--- config.mk ---
export PLATFORM = sky130hd
export DESIGN_NAME = hazard_ctrl
export DESIGN_NICKNAME = d
export VERILOG_FILES = /design/src/rtl/hazard_ctrl_pkg.sv /design/src/rtl/hazard_cmp.sv /design/src/rtl/hazard_ctrl.sv
export SDC_FILE = /design/constraint.sdc
export NUM_CORES = 1
export LEC_CHECK = 0
export ABC_CLOCK_PERIOD_IN_PS = 1340
export BUFFER_PORTS_ARGS = -buffer_cell sky130_fd_sc_hd__buf_2
export CAP_MARGIN = 20
export CORE_MARGIN = 4
export CORE_UTILIZATION = 31
export CTS_BUF_LIST = sky130_fd_sc_hd__clkbuf_8
export CTS_CLUSTER_DIAMETER = 100
export CTS_CLUSTER_SIZE = 20
export DETAILED_ROUTE_END_ITERATION = 16
export GPL_TIMING_DRIVEN = 0
export MAX_ROUTING_LAYER = met4
export PLACE_DENSITY = 0.79
export SYNTH_ARGS = -nofsm -noshare
export SYNTH_HDL_FRONTEND = slang
export SYNTH_HIERARCHICAL = 1
export SYNTH_SLANG_ARGS = --single-unit
--- constraint.sdc ---
create_clock -name clk -period 1.34 [get_ports clk]
set_clock_uncertainty 0.15 [all_clocks]
set_input_delay 0.067 -clock clk [delete_from_list [all_inputs] [get_ports clk]]
set_output_delay 0.067 -clock clk [all_outputs]
set_load 0.02 [all_outputs]
--- src/rtl/hazard_ctrl_pkg.sv ---
// Shared widths, FSM encoding and output bundle for the hazard unit.
// Imported by hazard_cmp and hazard_ctrl.
package hazard_ctrl_pkg;

  localparam int DSIZE = 32;
  localparam int ASIZE = 5;
  localparam int ISIZE = 32;

  typedef enum logic [1:0] {
    RUN = 2'd0,
    LDS = 2'd1,
    BRF = 2'd2
  } hz_state_t;

  typedef struct packed {
    logic pc_stall;
    logic ifid_stall;
    logic ifid_flush;
    logic idex_bubble;
    logic pc_redirect;
  } hz_ctl_t;

  // Remaining cycles after the detect cycle; callers only use n > 1.
  function automatic logic [2:0] cnt_init(input int unsigned n);
    return 3'(n - 1);
  endfunction

endpackage

--- src/rtl/hazard_cmp.sv ---
// Load-use comparator: EXE load writing a register that ID reads.
// Ports: ID sources/uses, EXE dest/wen/memtoreg in; lu out.
module hazard_cmp
  import hazard_ctrl_pkg::*;
(
  input  logic [ASIZE-1:0] raddr1,
  input  logic [ASIZE-1:0] raddr2,
  input  logic             use1,
  input  logic             use2,
  input  logic [ASIZE-1:0] waddr,
  input  logic             wen,
  input  logic             memtoreg,
  output logic             lu
);

  logic hit1;
  logic hit2;

  assign hit1 = use1 & (raddr1 == waddr);
  assign hit2 = use2 & (raddr2 == waddr);

  // x0 is hardwired, so a load targeting it never blocks a reader.
  assign lu = memtoreg & wen & (waddr != '0) & (hit1 | hit2);

endmodule

--- src/rtl/hazard_ctrl.sv ---
// Load-use stall and taken-branch flush control for PC, IF/ID, ID/EXE.
// Ports: clk, rst (async, active low), ID/EXE hazard inputs in;
// stall/flush/bubble/redirect + pc_target out.
// HAZARD_PERF_EN adds saturating stall_cnt / flush_cnt outputs.
module hazard_ctrl
  import hazard_ctrl_pkg::*;
#(
  parameter int unsigned LD_STALL   = 1,
  parameter int unsigned BR_PENALTY = 2
) (
  input  logic             clk,
  input  logic             rst,
  input  logic [ASIZE-1:0] id_raddr1,
  input  logic [ASIZE-1:0] id_raddr2,
  input  logic             id_use1,
  input  logic             id_use2,
  input  logic [ASIZE-1:0] ex_waddr,
  input  logic             ex_wen,
  input  logic             ex_memtoreg,
  input  logic             ex_branch,
  input  logic             ex_br_taken,
  input  logic [ISIZE-1:0] ex_br_target,
  output logic             pc_stall,
  output logic             ifid_stall,
  output logic             ifid_flush,
  output logic             idex_bubble,
  output logic             pc_redirect,
  output logic [ISIZE-1:0] pc_target
`ifdef HAZARD_PERF_EN
  ,
  output logic [31:0]      stall_cnt,
  output logic [31:0]      flush_cnt
`endif
);

  hz_state_t  state_q, state_d;
  logic [2:0] cnt_q, cnt_d;
  hz_ctl_t    ctl;
  logic       br;
  logic       lu;

  assign br = ex_branch & ex_br_taken;

  hazard_cmp u_cmp (
    .raddr1   (id_raddr1),
    .raddr2   (id_raddr2),
    .use1     (id_use1),
    .use2     (id_use2),
    .waddr    (ex_waddr),
    .wen      (ex_wen),
    .memtoreg (ex_memtoreg),
    .lu       (lu)
  );

  always_ff @(posedge clk or negedge rst) begin
    if (!rst) begin
      state_q <= RUN;
      cnt_q   <= '0;
    end else begin
      state_q <= state_d;
      cnt_q   <= cnt_d;
    end
  end

  always_comb begin
    state_d = state_q;
    cnt_d   = cnt_q;
    ctl     = '0;
    if (rst) begin
      unique case (state_q)
        RUN, LDS: begin
          if (br) begin
            // Branch squashes whatever was stalled behind it.
            ctl.pc_redirect = 1'b1;
            ctl.ifid_flush  = 1'b1;
            ctl.idex_bubble = 1'b1;
            if (BR_PENALTY > 1) begin
              state_d = BRF;
              cnt_d   = cnt_init(BR_PENALTY);
            end else begin
              state_d = RUN;
              cnt_d   = '0;
            end
          end else if (state_q == LDS) begin
            ctl.pc_stall    = 1'b1;
            ctl.ifid_stall  = 1'b1;
            ctl.idex_bubble = 1'b1;
            cnt_d           = cnt_q - 3'd1;
            if (cnt_q == 3'd1)
              state_d = RUN;
          end else if (lu) begin
            ctl.pc_stall    = 1'b1;
            ctl.ifid_stall  = 1'b1;
            ctl.idex_bubble = 1'b1;
            if (LD_STALL > 1) begin
              state_d = LDS;
              cnt_d   = cnt_init(LD_STALL);
            end
          end
        end
        BRF: begin
          // EXE holds only bubbles here; hazard inputs are ignored.
          ctl.ifid_flush  = 1'b1;
          ctl.idex_bubble = 1'b1;
          cnt_d           = cnt_q - 3'd1;
          if (cnt_q == 3'd1)
            state_d = RUN;
        end
        default: begin
          state_d = RUN;
          cnt_d   = '0;
        end
      endcase
    end
  end

  assign pc_stall    = ctl.pc_stall;
  assign ifid_stall  = ctl.ifid_stall & ~ctl.ifid_flush;
  assign ifid_flush  = ctl.ifid_flush;
  assign idex_bubble = ctl.idex_bubble;
  assign pc_redirect = ctl.pc_redirect;
  assign pc_target   = ctl.pc_redirect ? ex_br_target : '0;

`ifdef HAZARD_PERF_EN
  always_ff @(posedge clk or negedge rst) begin
    if (!rst) begin
      stall_cnt <= '0;
      flush_cnt <= '0;
    end else begin
      if (pc_stall && stall_cnt != '1)
        stall_cnt <= stall_cnt + 32'd1;
      if (pc_redirect && flush_cnt != '1)
        flush_cnt <= flush_cnt + 32'd1;
    end
  end
`endif

endmodule

# Yosys cells after proc, flatten, opt, wreduce, memory -nomap -nowiden
# Index checks and enable logic that the tools add are counted.
[classes]
addsub = 1
n_mul = 0
div = 0
order_cmp = 0
n_eq_ne = 6
shifts = 0
n_mux = 19
n_bitwise = 9
reduce_logical = 4
[ops]
columns = ["op", "count"]
rows = [
  ["$mux W32", 1],
  ["$mux W2", 7],
  ["$eq A5 B5 Y1", 2],
  ["$pmux W2 S2", 2],
  ["$and A1 B1 Y1", 7],
  ["$mux W3", 2],
  ["$pmux W3 S2", 1],
  ["$mux W1", 5],
  ["$mux W5", 1],
  ["$reduce_bool A5 Y1", 1],
  ["$eq A3 B1 Y1 const B", 1],
  ["$ne A3 B3 Y1 const B", 1],
  ["$sub A3 B1 Y3 const B", 1],
  ["$eq A2 B1 Y1 const B", 1],
  ["$eq A2 B2 Y1 const B", 1],
  ["$logic_not A2 Y1", 1],
  ["$reduce_and A2 Y1", 1],
  ["$reduce_or A2 Y1", 1],
  ["$not A1 Y1", 1],
  ["$or A1 B1 Y1", 1],
]
[word_totals]
register_bits = 5
latch_bits = 0
ramBits = 0
mem_bits_ro = 0
n_memories = 0

# Depth between registers and ports, before layout
# Gate-level depths: netlist of the first run.
[logic_depth]
depth_word = 11
ltp_mapped = 6
depth_no_buf = 6

# Hierarchy
# Netlist of the first run, hierarchy kept.
[modules_own_cells]
columns = ["module", "n_inst", "cells_per_inst", "area_per_inst_um2"]
rows = [
  ["hazard_ctrl", 1, 79, 639.4],
  ["hazard_cmp", 1, 17, 135.1],
]

# Worst setup path before layout of the first run
# OpenSTA, ideal clock, no wires.
[synth_path]
path_type = "register to output"
startpoint = "register state_q[1]"
endpoint = "output port pc_target[23]"
t_arrival_ns = 1.219
setup_slack_ns = -0.096
stages_incl_launch_ff = 5
n_path_buf = 2
cell_sequence = "dfrtp_1 -> buf_2 -> nor3b_4 -> buf_6 -> and2_1"
[synth_between]
elab_chain_cells = 5
[synth_rtl]
columns = ["item", "line_no", "rtl"]
rows = [
  ["start, declared", "hazard_ctrl.sv:36", "hz_state_t state_q, state_d;"],
  ["start signal, assigned", "hazard_ctrl.sv:60", "state_q <= state_d;"],
  ["$eq A2 B1 Y1 or $logic_not A2 Y1 (tied branches)", "hazard_ctrl.sv:70", "unique case (state_q)"],
  ["$reduce_or A2 Y1 *", "hazard_ctrl.sv:70", ""],
  ["$mux W1 *", "hazard_ctrl.sv:70", ""],
  ["$mux W5 *", "hazard_ctrl.sv:69", "if (rst) begin"],
  ["net pc_redirect", "hazard_ctrl.sv:27", "output logic pc_redirect,"],
  ["$mux W32 *", "hazard_ctrl.sv:122", "assign pc_target = ctl.pc_redirect ? ex_br_target : '0;"],
  ["end, declared", "hazard_ctrl.sv:28", "output logic [ISIZE-1:0] pc_target"],
]
# The timed path passes the listed nets; every way through them passes the cells marked *.

# Worst setup path after layout of the first run
[layout_path]
startpoint = "register state_q[1]"
endpoint = "output port pc_target[29]"
[layout_between]
elab_chain_cells = 5
[layout_rtl]
columns = ["item", "line_no"]
rows = [
  ["$eq A2 B1 Y1 or $logic_not A2 Y1 (tied branches)", "hazard_ctrl.sv:70"],
  ["$reduce_or A2 Y1 *", "hazard_ctrl.sv:70"],
  ["$mux W1 *", "hazard_ctrl.sv:70"],
  ["$mux W5 *", "hazard_ctrl.sv:69"],
  ["$mux W32 *", "hazard_ctrl.sv:122"],
]
# Every way passes the cells marked *; elsewhere a longest branch is shown, timed or not.

==> results list, run 1 <==
- Start-to-end type of the worst setup path: flop to output port
- DR pass1 iterations: 4
* Element type at the critical path end: output port
- The top cell type by area accounts for 26.7% of the synthesized area.
* Area growth from synthesis to final layout: 133%
* Final-report setup violation count: 41
* Max Clk Rate: 588 MHz
* Hold path cells: 3
- Crit path cell chain: nor3b_4, buf_6, buf_6, and2_4, buf_6
* Overall via count from detail_route: 1,165
* Routed length per instance: 17.4 microns
- Fill cells in the final layout number 128.
- In this design, the critical path's most frequently occurring cell is sky130_fd_sc_hd__buf_6.
- The congestion estimate from routability-driven global placement came to 0.808.
- Detailed placement ended at an HPWL of 2300 microns.
- The slowest stage of the critical path is the sky130_fd_sc_hd__dfrtp_2 cell.
- Crit path buf inv count: 3
- Family with the most delay on the worst path: flip-flops
- Timing analysis after detailed placement gives a worst setup slack of -0.342 ns.
* Number of buffers on the longest clock path: 2
- Final count of pins violating max slew: 0
- Iteration-0 DRC Markers: 21
* GR Overflow Total: 0
- Global routing used 24.1% of the available tracks.
* Most common cell after layout, fill and taps aside: sky130_fd_sc_hd__buf_2
- Latest clock arrival within the worst-skew pair: 0.22 ns
- Number of enable-type register cells in the synthesized netlist: 0
- In this run the most critical hold path is launched from rst.
* Post-Synth Adder-Cell Area: 3.23%
* Post-route DRC: 0
- Worst Reg2Reg Path Length in Cells: 5
* H-tree levels: 1
- Of the post-synthesis cell area, the part taken by muxes is 1.29%.
- In this run the count of I/O pins placed on the die edge is 92.
* Placed inst area: 1350 sq um
* Commonest non-fill, non-tap cells in the layout: sky130_fd_sc_hd__buf_2, sky130_fd_sc_hd__buf_6, sky130_fd_sc_hd__and2_4, sky130_fd_sc_hd__xor2_1, sky130_fd_sc_hd__buf_4
- TritonCTS built the clock tree.
* Reg2reg start: cnt_q[0]
- From left edge to right edge, the die measures 58.0 microns.
- Counting the buffers created by CTS gives 3.
* Violations in the final reports: setup timing
- Setup repair after global routing missed its margin: true
- The worst pin sits at a relative slew slack of 68.1%.
- The routed design has 4050 microns of wire.
- Logic depth of the worst setup path including buffers: 5
- Clock tree synthesis selected as its root buffer the cell sky130_fd_sc_hd__clkbuf_8.
- Cell type with the largest total area after synthesis: sky130_fd_sc_hd__and2_1
* Hold Violations, Final: 0
- Number of antenna violations at the first check in global routing: 0
* Share of layout cells above drive strength 1: 79.9%
* Via density per instance: 5.02
* Global-route wire length before repair: 6110 microns
- From bottom edge to top edge, the die measures 58.0 microns.
- Counting distinct cell types in the post-synthesis netlist gives 33.
- The endpoint identified for the worst register-to-register timing path is cnt_q[2].
* FFs w/ async S/R, synth: 100%
- VDD sags by at most 0.000725 V.
- By area, the combinational part of the netlist is dominated by simple AND/OR/NAND/NOR gates.
- CORE AREA: 2300 sq um
- After clock tree synthesis, the clock-pin slew on the worst setup and hold paths is 0.04 ns.
- Post-synthesis simple-gate area fraction: 45.2%
- For this run, the number of Yosys warnings is 6.
- Once layout is done, the placed cells without fillers occupy 1810 sq um.
- Synth Area in XOR/XNOR: 11.3%
- Result of the run: complete, but fails checks
- Total of max-cap violations: 0
- The path class of the tightest hold or removal check is input pin to flop.
- Design Power: 1.70 mW
* Leakage power: 0.960 nW
- Cells after synthesis: 96
- Net count after synthesis: 153
- I/O Buffers: 91
* Top post-synthesis cells by area: sky130_fd_sc_hd__and2_1, sky130_fd_sc_hd__dfrtp_1, sky130_fd_sc_hd__xor2_1
* Power density cells: 940 nW/um^2
* Pin count of the biggest net entering global routing: 11
- Worst endpoint required time: 1.12 ns
* Number of nets still failing antenna checks after routing: 0
* Nature of the critical path startpoint: flop
- Critical Path AT: 1.48 ns
* Period Utilization, post-route: 127%
- Syn Std Cell Area: 774 sq um
- At the pin with the least slew margin, the transition time is 0.479 ns.
- The floorplan step defined a die boundary enclosing 3360 sq um.
* Antenna cells: 0
- Vias in the first global route: 1,254
- Number of rows created at floorplan: 17
* Layout net count: 262
- In this run the mean area of a mapped cell was 8.07 sq um.
* WHS Endpoint: state_q[1]
- Counting I/O delays and the setup requirement, the final critical path takes 1.70 ns.
* CTS sink cnt: 5
* Post-synthesis sequential element count: 5
- In this run the worst path has a maximum fanout of 5.
* Compound-cell area share of the yosys netlist: 15.3%
* Post-route setup slack: -0.362 ns
* Initial core utilization: 33.7%
- Setup slack of the worst register-to-register path: -0.14 ns
* Part of the Yosys area used for sequential elements: 16.2%
- Largest stage delay on the critical path: 0.45 ns
- Synth Flop Type: sky130_fd_sc_hd__dfrtp_1
flip-flops by register name, indices dropped and copies added, names as in the netlist:
name,flops
cnt_q,3
state_q,2
worst min-delay path, stage by stage:
cell,delay [ns]
sky130_fd_sc_hd__buf_2,0.14
sky130_fd_sc_hd__o21ai_1,0.09
sky130_fd_sc_hd__a21o_1,0.12
worst max path at each step:
stage	startpoint	to	slack [ns]
6_report	state_q[1]	pc_target[29]	-0.36
5_1_grt	state_q[1]	pc_target[23]	-0.41
4_1_cts	state_q[1]	pc_target[30]	-0.31
3_5_place_dp	ex_waddr[2]	pc_stall	-0.34
3_3_place_gp	ex_waddr[2]	pc_stall	-0.31
2_1_floorplan	cnt_q[0]	cnt_q[2]	-0.03
kinds of logic after synthesis:
group / after synthesis
xor+xnor: 10
fa+ha+maj: 2
simple gates: 53
buf+inv: 9
compound gates: 16
mux: 1
flops: 5
where the power goes:
group | internal (mW) | leakage, nW | switching, mW
clock network | 0.196 | 0.0269 | 0.0723
registers | 0.213 | 0.0578 | 0.0867
logic | 0.633 | 0.875 | 0.496
total | 1.04 | 0.960 | 0.655
Yosys cell counts, types with 2 or more instances:
master                      n
sky130_fd_sc_hd__a31oi_1    2
sky130_fd_sc_hd__o221ai_1   2
sky130_fd_sc_hd__nand2_1    3
sky130_fd_sc_hd__a21o_1     2
sky130_fd_sc_hd__and3b_1    3
sky130_fd_sc_hd__and2_1    33
sky130_fd_sc_hd__xnor2_1    2
sky130_fd_sc_hd__nor2b_1    2
sky130_fd_sc_hd__buf_6      3
sky130_fd_sc_hd__o21ai_0    2
sky130_fd_sc_hd__a21oi_1    2
sky130_fd_sc_hd__and4b_1    2
sky130_fd_sc_hd__nand3_1    2
sky130_fd_sc_hd__clkbuf_1   2
sky130_fd_sc_hd__nor4_1     2
sky130_fd_sc_hd__inv_1      3
sky130_fd_sc_hd__dfrtp_1    5
sky130_fd_sc_hd__xor2_1     8
sky130_fd_sc_hd__ha_1       2
repair_timing:
action,4_1_cts,5_1_grt
hold endpoints to repair,5,0
resized for setup,85,15
gates cloned,3,0
buffers inserted,10,2
setup endpoints to repair,40,42
pin swaps,18,8
hold buffers,1,0
cell type report:
type | count | area [sq um] | area share [%]
Inverter | 3 | 11.3 | 0.623
Timing Repair Buffer | 105 | 802 | 44.4
Buffer | 5 | 42.5 | 2.35
Tap cell | 28 | 35.0 | 1.94
Multi-Input combinational cell | 82 | 744 | 41.2
Sequential cell | 5 | 126 | 6.99
Clock buffer | 3 | 41.3 | 2.29
Clock inverter | 1 | 3.75 | 0.208
stage by stage:
step,hold WS [ns],setup TNS [ns],utilization (%),instances
final,0.0878,-12.06,78.6,232
after global routing,0.102,-14.37,78.6,232
after CTS,0.0665,-10.80,76.9,233
after detailed placement,-0.228,-6.54,58.7,215
after global placement,-0.232,-6.62,58.7,215
after floorplan,-0.379,-0.383,-,96
routing by layer:
layer  part of all wire [%]  track usage (%)
met2                     53             45.0
met1                     36             23.3
met5                      0                -
met4                   0.62             7.62
met3                     11             7.57
Power figures use the tool's default switching activity.
==> run 2: changes to the inputs <==
- CORE_UTILIZATION: 31 -> 30
- SYNTH_HIERARCHICAL: 1 -> unset
==> run 2 against run 1 <==
The flow still finishes with violations (setup timing). Die area decreased by 1.4%. Highest routed layer unchanged. Core utilization increased by 5.3 points. Setup slack improved by 0.049 ns. Cell area increased by 5.7%. Sequential power decreased by 5%. First-iteration DRC count decreased by 29%.
==> results list, run 2 <==
- The run finished, with violations left.
- The final reports fail on setup timing.
- The largest stage delay on the critical path came to 0.41 ns (-0.04 ns).
- The global-route congestion overflow total came to 0 (unchanged).
- The time the worst path needs with I/O delays and setup was 1.65 ns (-0.0495 ns).
- Most numerous cell types in the synthesized netlist: sky130_fd_sc_hd__and2_1, sky130_fd_sc_hd__xor2_1, sky130_fd_sc_hd__a21oi_1
- Rel. slew slack: 57.0% (-11 points)
- Max Clk Rate: 605 MHz (+3.0%)
- The biggest area contributor in the post-synthesis netlist is sky130_fd_sc_hd__and2_1.
- The clock transition at the registers of the reported paths was 0.04 ns (about the same).
- Vias in the first global route: 1,255 (+0.080%)
- Pin count of the biggest net entering global routing: 11 (unchanged)
- Area growth from synthesis to final layout: 159%
- Max reg flops: 3 (unchanged)
- Number of rows created at floorplan: 17 (unchanged)
- Final count of pins violating max slew: 0 (unchanged)
* Post-synthesis sequential element count: 5 (unchanged)
* I/O Buffers: 91 (unchanged)
* Clock root buffer master: sky130_fd_sc_hd__clkbuf_8
- Critical Path AT: 1.44 ns (-0.04 ns)
- The maximum root-to-sink buffer count came to 2 (unchanged).
- Routed length per instance: 16.4 microns (-6.0%)
- Share of Yosys cell area claimed by the top area cell type: 28.0% (+1.4 points)
- Post-route setup slack: -0.312 ns (+0.0495 ns)
- The leakage power was 0.961 nW (+0.10%).
- The combined area of all synthesized cells came to 737 sq um (-4.8%).
- By instance count, the leading cell after synthesis is sky130_fd_sc_hd__and2_1.
- The total CTS buffers came to 3 (unchanged).
- The initial antenna violation count came to 0 (unchanged).
- DR pass1 iterations: 4 (unchanged)
- Start-to-end type of the worst setup path: flop to output port
* Max VDD drop: 0.000753 V (+3.8%)
- The total power was 1.80 mW (+5.8%).
- Yosys warns: 0 (-6)
* Largest register by flop count: cnt_q
* Last weighted congestion value of the routability-driven placer: 0.742 (-8.1%)
* Initial core utilization: 32.4% (-1.3 points)
- The met3 track demand over resource came to 5.88% (-1.7 points).
* Antenna cells: 0 (unchanged)
* Sum of net half-perimeters after detailed placement: 2220 microns (-3.7%)
- Net count after synthesis: 157 (+2.6%)
* Met2 global-route usage: 39.8% (-5.2 points)
- Part of the Yosys area used for sequential elements: 17.0% (+0.82 points)
* Wirelength, routed: 3920 microns (-3.1%)
- The worst setup path is captured at an output port.
* Library cells used by synthesis: 29 (-12%)
- The critical path buffer and inverter count was 2 (-1).
* Nature of the critical path startpoint: flop
- The post-layout instance count excluding filler cells is 239 (+3.0%).
- The die boundary width is 57.6 microns (-0.72%).
- The signal on the critical path passes through buf_6, nand2b_1, o21ai_2, o21ai_2, buf_4.
* Routing layer with the top usage in global route: met2
- Transition time of the tightest slew-check pin: 0.645 ns (+0.167 ns)
- The average footprint of a synthesized cell is 7.37 sq um (-8.7%).
* Number of nets still failing antenna checks after routing: 0 (unchanged)
- The overall die area came to 3310 sq um (-1.4%).
* Period Utilization, post-route: 123% (-3.7 points)
- The detailed router's first-iteration violation count is 15 (-29%).
- Cells after synthesis: 100 (+4.2%)
* Hold Violations, Final: 0 (unchanged)
* Total of max-cap violations: 0 (unchanged)
* Layout net count: 269 (+2.7%)
- Via density per instance: 4.97 (-1.1%)
- Commonest non-fill, non-tap cells in the layout: sky130_fd_sc_hd__buf_2, sky130_fd_sc_hd__buf_6, sky130_fd_sc_hd__and2_4, sky130_fd_sc_hd__buf_4, sky130_fd_sc_hd__xor2_1
* Number of cells after detailed placement: 219 (+1.9%)
- Type of the worst min-delay path: input pin to flop
- The fraction of layout instances using a drive strength above 1 is 78.2% (-1.7 points).
- Registers with the highest flip-flop counts: cnt_q: 3 flops, state_q: 2 flops
- The level count of the clock H-tree was 1 (unchanged).
- Met1 Use GR: 20.7% (-2.7 points)
* Clock tree from TritonCTS: done
- The final total negative setup slack came to -7.93 ns (+4.13 ns).
- Top post-synthesis cells by area: sky130_fd_sc_hd__and2_1, sky130_fd_sc_hd__dfrtp_1, sky130_fd_sc_hd__xor2_1
- Final-report setup violation count: 40 (-2.4%)
- The fraction of synthesis flops using an asynchronous set or reset pin was 100% (unchanged).
- Global-route wire length before repair: 5370 microns (-12%)
* Number of enable-type register cells in the synthesized netlist: 0 (unchanged)
- The number of top-level pins was 92 (unchanged).
- CP Max Fanout: 6 (+1)
- Overall via count from detail_route: 1,187 (+1.9%)
- The worst setup slack for register-to-register paths is -0.24 ns (-0.10 ns).
* Latest clock arrival within the worst-skew pair: 0.23 ns (about the same)
- On the critical path the largest part of the delay comes from flip-flops.
* Worst path most repeated cell: sky130_fd_sc_hd__o21ai_2
- Cell with the largest stage delay on the worst path: sky130_fd_sc_hd__dfrtp_1
- Synth Flop Type: sky130_fd_sc_hd__dfrtp_1
* Setup repair after global routing missed its margin: true
* Worst endpoint required time: 1.12 ns (about the same)
* Die span in y: 57.6 microns (-0.72%)
- CORE AREA: 2280 sq um (-0.93%)
* Power density cells: 940 nW/um^2 (about the same)
- All-layer global routing usage: 21.4% (-2.7 points)
- CTS sink cnt: 5 (unchanged)
* Post-route DRC: 0 (unchanged)
- Most common cell after layout, fill and taps aside: sky130_fd_sc_hd__buf_2
==> run 2: cell types whose count changed after synthesis, moves of 3 or more <==
cell	change
sky130_fd_sc_hd__a21oi_1	+5
sky130_fd_sc_hd__o21ai_0	+3
sky130_fd_sc_hd__nor2_1	+4
sky130_fd_sc_hd__buf_6	-3
==> run 2: repair_timing <==
item / 4_1_cts / 5_1_grt
endpoints found under the setup margin: 40 / 41
pin swaps: 19 / 9
buffers inserted: 9 / 3
hold buffers: 1 / 0
hold endpoints to repair: 5 / 0
cloned: 1 / 2
gates resized for setup: 94 / 45
==> run 2: tightest hold or removal path: cells and delay by family <==
family / cells / cell delay, ns
buf+inv: 1 / 0.16
simple gates: 1 / 0.12
compound gates: 1 / 0.08
==> run 2: logic make-up after synthesis <==
| kind of cell | count (synthesis) | synth area share, % |
|---|---|---|
| xor+xnor | 10 | 11.9 |
| fa+ha+maj | 2 | 3.40 |
| mux | 1 | 1.53 |
| compound gates | 19 | 15.8 |
| flops | 5 | 17.0 |
| simple gates | 55 | 46.0 |
| buf+inv | 8 | 4.41 |
==> run 2: routing by layer <==
metal | vias to the layer above | wire [microns]
met5 | - | 0
met4 | 0 | 145
met3 | 17 | 255
met2 | 52 | 2320
met1 | 559 | 1200
li1 | 559 | -
==> run 2: final timing paths <==
| path | cells after the start | endpoint | from |
|---|---|---|---|
| max | 5 | idex_bubble | state_q[1] |
| min | 3 | state_q[0] | rst |
| max reg2reg | 6 | cnt_q[2] | cnt_q[0] |
| min reg2reg | 2 | cnt_q[1] | cnt_q[1] |
| max in group asynchronous | 2 | cnt_q[0] | rst |
| min in group asynchronous | 2 | cnt_q[1] | rst |
==> run 2: area by class of cell <==
class / instances / area (sq um)
multi-input cells: 87 / 767
fillers: 115 / 365
clock buffers: 3 / 41.3
flip-flops and latches: 5 / 125
repair buffers: 107 / 867
well taps: 28 / 35.0
inverters: 3 / 11.3
plain buffers: 5 / 60.1
clock inverters: 1 / 3.75
==> run 2: stage by stage <==
stage	hold slack, ns	cell area, sq um	util, %	setup WS (ns)
final	0.0881	1910	83.9	-0.312
after CTS	0.0626	1710	75.0	-0.289
after global placement	-0.215	1300	57.0	-0.287
after global routing	0.109	1910	83.9	-0.382
after floorplan	-0.379	806	-	-0.0664
after detailed placement	-0.212	1300	57.0	-0.299
==> run 2: where the power goes <==
group,internal (mW),switching (mW)
combinational,0.647,0.577
sequential,0.213,0.0709
clock,0.198,0.0895
